$ cat config.mk
export PLATFORM = sky130hd
export DESIGN_NAME = bike_light_ctrl
export DESIGN_NICKNAME = d
export VERILOG_FILES = /design/src/rtl/bike_light_ctrl.sv
export SDC_FILE = /design/constraint.sdc
export NUM_CORES = 1
export LEC_CHECK = 0
export CAP_MARGIN = 30
export CORE_UTILIZATION = 47
export CTS_CLUSTER_SIZE = 28
export DETAILED_ROUTE_END_ITERATION = 16
export GPL_TIMING_DRIVEN = 0
export PLACE_DENSITY = 0.75
export SETUP_SLACK_MARGIN = 0.15
export SLEW_MARGIN = 5
export SYNTH_ARGS = -nofsm -noshare
export SYNTH_HDL_FRONTEND = slang
export SYNTH_SLANG_ARGS = --single-unit
$ cat constraint.sdc
create_clock -name clk -period 2.7 [get_ports clk]
set_input_delay 0.405 -clock clk [delete_from_list [all_inputs] [get_ports clk]]
set_output_delay 0.405 -clock clk [all_outputs]
set_load 0.05 [all_outputs]
$ cat src/rtl/bike_light_ctrl.sv
// bike_light_ctrl: rear-light control side -- debounced mode button, 4-mode FSM, fast/slow blink sources
//
// Ports:
//   clk         in   system clock, rising edge
//   rst_n       in   asynchronous active-low reset
//   btn_in      in   raw asynchronous mode button, active-high
//   tick_en     in   one-clk timebase strobe driving both blink generators
//   state[1:0]  out  light mode: 00 OFF, 01 ON, 10 FLASH1 (fast), 11 FLASH2 (slow)
//   fast_blink  out  square wave, FAST_HALF ticks high / FAST_HALF ticks low
//   slow_blink  out  square wave, SLOW_HALF ticks high / SLOW_HALF ticks low
//
// Optional feature macro: BIKE_LIGHT_AUTO_OFF_EN
//   When defined, a non-OFF mode returns to OFF after AUTO_OFF_TICKS tick_en pulses
//   without a press. When undefined, no idle counter exists.
module bike_light_ctrl #(
    parameter int DEBOUNCE_CYCLES = 16,
    parameter int FAST_HALF       = 4,
    parameter int SLOW_HALF       = 16,
    parameter int AUTO_OFF_TICKS  = 1024,
    parameter int CNT_W           = 16
) (
    input  logic       clk,
    input  logic       rst_n,
    input  logic       btn_in,
    input  logic       tick_en,
    output logic [1:0] state,
    output logic       fast_blink,
    output logic       slow_blink
);

    localparam logic [1:0] ST_OFF    = 2'b00;
    localparam logic [1:0] ST_ON     = 2'b01;
    localparam logic [1:0] ST_FLASH1 = 2'b10;
    localparam logic [1:0] ST_FLASH2 = 2'b11;

    localparam logic [CNT_W-1:0] DEB_MAX  = CNT_W'(DEBOUNCE_CYCLES - 1);
    localparam logic [CNT_W-1:0] FAST_MAX = CNT_W'(FAST_HALF - 1);
    localparam logic [CNT_W-1:0] SLOW_MAX = CNT_W'(SLOW_HALF - 1);

    generate
        if (DEBOUNCE_CYCLES < 1 || FAST_HALF < 1 || SLOW_HALF < 1 || AUTO_OFF_TICKS < 1) begin : g_bad_param
            $error("bike_light_ctrl: parameter below its minimum of 1");
        end
    endgenerate

    logic [1:0]       r_sync;
    logic             r_deb;
    logic             r_deb_q;
    logic             r_press;
    logic [CNT_W-1:0] r_deb_cnt;
    logic [1:0]       r_state;
    logic             r_fast;
    logic             r_slow;
    logic [CNT_W-1:0] r_fast_cnt;
    logic [CNT_W-1:0] r_slow_cnt;

    logic             w_btn_s;
    logic             w_deb_flip;
    logic             w_timeout;
    logic             w_chg;
    logic [1:0]       w_state_nxt;

    assign w_btn_s    = r_sync[1];
    // deb flips on the DEBOUNCE_CYCLES-th consecutive cycle of disagreement
    assign w_deb_flip = (w_btn_s != r_deb) && (r_deb_cnt == DEB_MAX);

    always_ff @(posedge clk or negedge rst_n) begin
        if (!rst_n) begin
            r_sync    <= 2'b00;
            r_deb     <= 1'b0;
            r_deb_q   <= 1'b0;
            r_press   <= 1'b0;
            r_deb_cnt <= '0;
        end else begin
            r_sync    <= {r_sync[0], btn_in};
            r_deb_q   <= r_deb;
            r_press   <= r_deb & ~r_deb_q;
            r_deb_cnt <= (w_btn_s == r_deb || w_deb_flip) ? '0 : r_deb_cnt + 1'b1;
            if (w_deb_flip)
                r_deb <= ~r_deb;
        end
    end

`ifdef BIKE_LIGHT_AUTO_OFF_EN
    localparam logic [CNT_W-1:0] IDLE_MAX = CNT_W'(AUTO_OFF_TICKS - 1);

    logic [CNT_W-1:0] r_idle_cnt;

    // a coincident press wins over the timeout
    assign w_timeout = tick_en && !r_press && (r_state != ST_OFF) && (r_idle_cnt == IDLE_MAX);

    always_ff @(posedge clk or negedge rst_n) begin
        if (!rst_n)
            r_idle_cnt <= '0;
        else if (r_press || w_timeout || r_state == ST_OFF)
            r_idle_cnt <= '0;
        else if (tick_en)
            r_idle_cnt <= r_idle_cnt + 1'b1;
    end
`else
    assign w_timeout = 1'b0;
`endif

    always_comb begin
        w_state_nxt = r_state;
        if (r_press)
            w_state_nxt = (r_state == ST_OFF)    ? ST_ON     :
                          (r_state == ST_ON)     ? ST_FLASH1 :
                          (r_state == ST_FLASH1) ? ST_FLASH2 : ST_OFF;
        else if (w_timeout)
            w_state_nxt = ST_OFF;
    end

    // every press changes the mode; a timeout only fires outside OFF
    assign w_chg = r_press | w_timeout;

    always_ff @(posedge clk or negedge rst_n) begin
        if (!rst_n)
            r_state <= ST_OFF;
        else
            r_state <= w_state_nxt;
    end

    // a mode change restarts both blink phases high so a new flash mode
    // always opens with a full high half-period
    always_ff @(posedge clk or negedge rst_n) begin
        if (!rst_n) begin
            r_fast     <= 1'b1;
            r_fast_cnt <= '0;
        end else if (w_chg) begin
            r_fast     <= 1'b1;
            r_fast_cnt <= '0;
        end else if (tick_en) begin
            if (r_fast_cnt == FAST_MAX) begin
                r_fast     <= ~r_fast;
                r_fast_cnt <= '0;
            end else begin
                r_fast_cnt <= r_fast_cnt + 1'b1;
            end
        end
    end

    always_ff @(posedge clk or negedge rst_n) begin
        if (!rst_n) begin
            r_slow     <= 1'b1;
            r_slow_cnt <= '0;
        end else if (w_chg) begin
            r_slow     <= 1'b1;
            r_slow_cnt <= '0;
        end else if (tick_en) begin
            if (r_slow_cnt == SLOW_MAX) begin
                r_slow     <= ~r_slow;
                r_slow_cnt <= '0;
            end else begin
                r_slow_cnt <= r_slow_cnt + 1'b1;
            end
        end
    end

    assign state      = r_state;
    assign fast_blink = r_fast;
    assign slow_blink = r_slow;

endmodule
Yosys cells after proc, flatten, opt, wreduce, memory -nomap -nowiden
Index checks and enable logic that the tools add are counted.
{"block": "totals", "word_cells": 49, "regBits": 57, "out_inout_bits": 4}
{"block": "classes", "n_addsub": 3, "bitwise": 5, "n_eq_ne": 7, "muxes": 16, "n_reduce_logical": 8}
{"cell": "two-way mux 16 bit", "count": 7}
{"cell": "adder 16 x 1 -> 16 bit, second input constant", "count": 3}
{"cell": "== test 16 x 4 -> 1 bit, second input constant", "count": 2}
{"cell": "== test 16 x 2 -> 1 bit, second input constant", "count": 1}
{"cell": "two-way mux 1 bit", "count": 6}
{"cell": "two-way mux 2 bit", "count": 3}
{"cell": "nonzero test 2 bit", "count": 3}
{"cell": "NOT 1 bit", "count": 4}
{"cell": "AND reduction 2 bit", "count": 2}
{"cell": "== test 2 x 1 -> 1 bit, second input constant", "count": 1}
{"cell": "== test 2 bit, second input constant", "count": 1}
{"cell": "zero test 2 bit", "count": 1}
{"cell": "AND 1 bit", "count": 1}
{"cell": "== test 1 bit", "count": 1}
{"cell": "logical AND 1 bit", "count": 1}
{"cell": "logical OR 1 bit", "count": 1}
{"cell": "!= test 1 bit", "count": 1}

Logic depth before layout (Yosys ltp)
{"block": "logic_depth", "word_depth": 4, "ltp_mapped": 6, "depth_no_buf": 5}

Worst setup path after synthesis
Ideal clock, no wire load.
{"block": "synth_path", "path_type": "flip-flop to flip-flop", "startpoint": "register r_fast_cnt[0]", "endpoint": "register r_fast_cnt[10]", "arrival_time_ps": 1532, "setup_time_ps": 121, "path_stages_with_launch": 7, "path_buffers": 1, "setup_slack_ps": 1046, "path_cell_list": "dfrtp_1 > ha_1 > nor4b_1 > nand4_1 > o21ai_1 > buf_2 > nor2_1"}
{"block": "synth_between", "elab_chain_len": 4}
{"item": "start, declared", "line_no": "54", "text": "logic [CNT_W-1:0] r_fast_cnt;"}
{"item": "start signal, assigned", "line_no": "138", "text": "r_fast_cnt <= r_fast_cnt + 1'b1;"}
{"item": "adder 16 x 1 -> 16 bit / == test 16 x 2 -> 1 bit (equally long branches)", "line_no": "138, 134"}
{"item": "two-way mux 16 bit *", "line_no": "134", "text": "if (r_fast_cnt == FAST_MAX) begin"}
{"item": "two-way mux 16 bit *", "line_no": "133", "text": "end else if (tick_en) begin"}
{"item": "two-way mux 16 bit *", "line_no": "130", "text": "end else if (w_chg) begin"}
Every way passes the cells marked *; elsewhere a longest branch is shown, timed or not. The select of a mux whose other input is x is not followed.
A chain may end at the register's enable or synchronous reset.

Worst setup path after layout
{"block": "layout_path", "startpoint": "register r_fast_cnt[0]", "endpoint": "register r_fast_cnt[6]"}
Same word-level chain as after synthesis.

==> results.toml <==
[placement]
gp_congestion = 0.8292
dp_hpwl_mm = 3.693
post-place-cells = 366
io_buffers = 7

[hold_path]
worstHoldPathType = "input port to asynchronous set/reset pin"

[cts]
post_cts_buffers = 0
htreeDepth = 3
cts.sinks = 57
clkSlewWorstSetupHoldPaths_ns = 0.07
clk_path_buf_depth = 2
ctsRootBufferMaster = "clkbuf_8"
tritoncts = "built"
hold_buffers = 0
cts.repair.resized = 0
cts_buffers = 9
clk_latency_ns = 0.34

[drt]
drc = 0
via_per_inst = 5.558
wl_per_cell_um = 14.14
firstDrtPassIters = 4
ant_nets = 0
num_vias = 2123
drt_iter0_markers = 202
drt_wl_total_mm = 5.402

[global_routing]
grt.total_usage_pct = 20.00
overflow = 0
grt_pass1_wl_mm = 9.473
grt_max_degree = 33
first_global_vias = 2089
antenna_found_initial = 0

[flow_run]
drv_cap = 0

[setup_path]
critPathLaunchType = "flop"
worstSetupEndpointType = "flop"
critPathArrivalTime_ns = 2.37
crit_type = "flop to flop"
cp_data_required_time_ns = 2.93
worstPathMaxFanout = 10

[layout]
fillers = 498
area_delta_synth_final_pct = 13.51
num_antenna_cells = 0
stdcell_count = 382
drive_above_1_share_pct = 10.00
nets = 314

[yosys]
syn_area_sq_um = 2806
yosys_warnings = 0
synth_edf_count = 0
synth_area_leader_cell = "dfrtp_1"
synth_top_area_share_pct = 49.04
synth.avg_cell_area_sq_um = 9.813
synth_cell_type_count = 39
ys_ff_latch = 57
yosysSeqAreaShare_pct = 50.91
synthTopCellsByArea = "dfrtp_1 (49%), xnor2_1 (7.8%), nor2_1 (5.2%)"
syn_inst = 286
syn_nets = 295
async_flop_share_pct = 100.0
yosys_most_used_dff = "dfrtp_1"

[timing]
timing.final.crit_share_pct = 79.24
skew_ns = 0.008292
fin_setup_tns_ns = 0
drv_slew = 0
relSlewSlack_pct = 59.63
rsz0062_at_grt = "false"
setup_violations = 0
tightestPinTransition_ns = 0.6055
max_freq_mhz = 467.4
finalCriticalPeriod_ns = 2.140
hold_violations = 0
fin_hold_ws_ns = 0.06599

[floorplanning]
coreArea_sq_um = 5642
dieArea_sq_um = 6285
die_height_um = 79.28
start_util_pct = 49.74
row_count = 27
num_io_pins = 8
dieWidth_um = 79.28

[pwr]
leakagePower_uw = 0.001290
ir_drop_uv = 568.4
powerDensity_nw_per_um2 = 695.4
power_uw = 2215

[run_status]
status = "completed"
-- layout make-up --
type	count	area, sq um	share of cell area [%]
Buffer	6	26.28	0.8248
Tap cell	72	90.09	2.828
Clock buffer	10	137.6	4.320
Inverter	9	33.78	1.060
Clock inverter	6	66.31	2.082
Multi-Input combinational cell	214	1318	41.36
Sequential cell	57	1429	44.85
Timing Repair Buffer	8	85.08	2.671
-- critical path: stages, from the launching register on --
cell and delay [ns]:
dfrtp_1 0.40, ha_1 0.24, nor4b_1 0.29, nand4_1 0.37, o21ai_1 0.37, buf_2 0.28, nor2_1 0.07
-- kinds of logic (layout without fill, tap and decap cells) --
family / Yosys count / in the layout / share of synthesized area (%)
buffers and inverters: 15 / 39 / 2.140
and+or+nand+nor: 142 / 142 / 26.39
xor gates and xnor gates: 34 / 34 / 10.61
AOI/OAI and AO/OA: 32 / 32 / 7.311
adders and majority gates: 5 / 5 / 2.229
muxes: 1 / 1 / 0.4012
DFF: 57 / 57 / 50.91
-- layer usage --
layer	GRT usage, %	vias to the layer above	part of all wire [%]
li1	-	1074	-
met1	25.84	1009	48
met2	30.52	38	47
met3	8.506	2	4.4
met4	5.818	0	0.28
met5	0	-	0
-- report_power, final --
group	total, uW	internal, uW	switching, uW
registers	1070	961	109
clock network	801	452	349
logic	344	139	205
total	2220	1550	664
-- synth_stat cells, types with 5 or more instances --
| cell type | count |
|---|---|
| nand2_1 | 21 |
| xnor2_1 | 25 |
| nor3_1 | 7 |
| nor4_1 | 22 |
| or3_1 | 7 |
| nand4_1 | 16 |
| xor2_1 | 9 |
| nor2_1 | 39 |
| inv_1 | 9 |
| ha_1 | 5 |
| o21ai_0 | 11 |
| nand3_1 | 11 |
| dfrtp_1 | 55 |
| a21oi_1 | 5 |
-- cells in the final DEF (no fill, tap or decap), types with 3 or more instances in the layout --
master / count
a21oi_1: 5
a31oi_1: 4
and3_1: 4
buf_2: 4
clkbuf_1: 3
clkbuf_8: 10
clkdlybuf4s50_1: 6
clkinvlp_4: 3
dfrtp_1: 55
ha_1: 5
inv_1: 9
nand2_1: 21
nand3_1: 11
nand4_1: 16
nor2_1: 39
nor3_1: 7
nor4_1: 22
o21ai_0: 11
or2_2: 3
or3_1: 7
xnor2_1: 25
xor2_1: 9
-- final timing paths --
kind	from	endpoint	slack [ns]	cells past startpoint
max	r_fast_cnt[0]	r_fast_cnt[6]	0.56	6
min	rst_n	state[1]	0.07	1
max reg2reg	r_fast_cnt[0]	r_fast_cnt[6]	0.56	6
min reg2reg	r_sync[0]	r_sync[1]	0.35	0
max in group asynchronous	rst_n	slow_blink	1.98	2
min in group clk	r_sync[0]	r_sync[1]	0.35	0
-- metrics by stage --
step	utilization [%]	setup slack, ns	area, sq um
4_1_cts	56.46	0.6038	3186
2_1_floorplan	-	1.046	2806
5_1_grt	56.46	0.3776	3186
3_5_place_dp	52.85	0.3692	2982
3_3_place_gp	52.58	-0.4938	2967
6_report	56.46	0.5604	3186
-- registers in the layout, indices dropped and copies added (netlist names) --
register / cells
slow_blink: 1
fast_blink: 1
r_deb: 1
r_press: 1
r_fast_cnt: 16
r_slow_cnt: 16
r_sync: 2
r_deb_cnt: 16
r_deb_q: 1
state: 2
(Power assumes the default switching activity.)
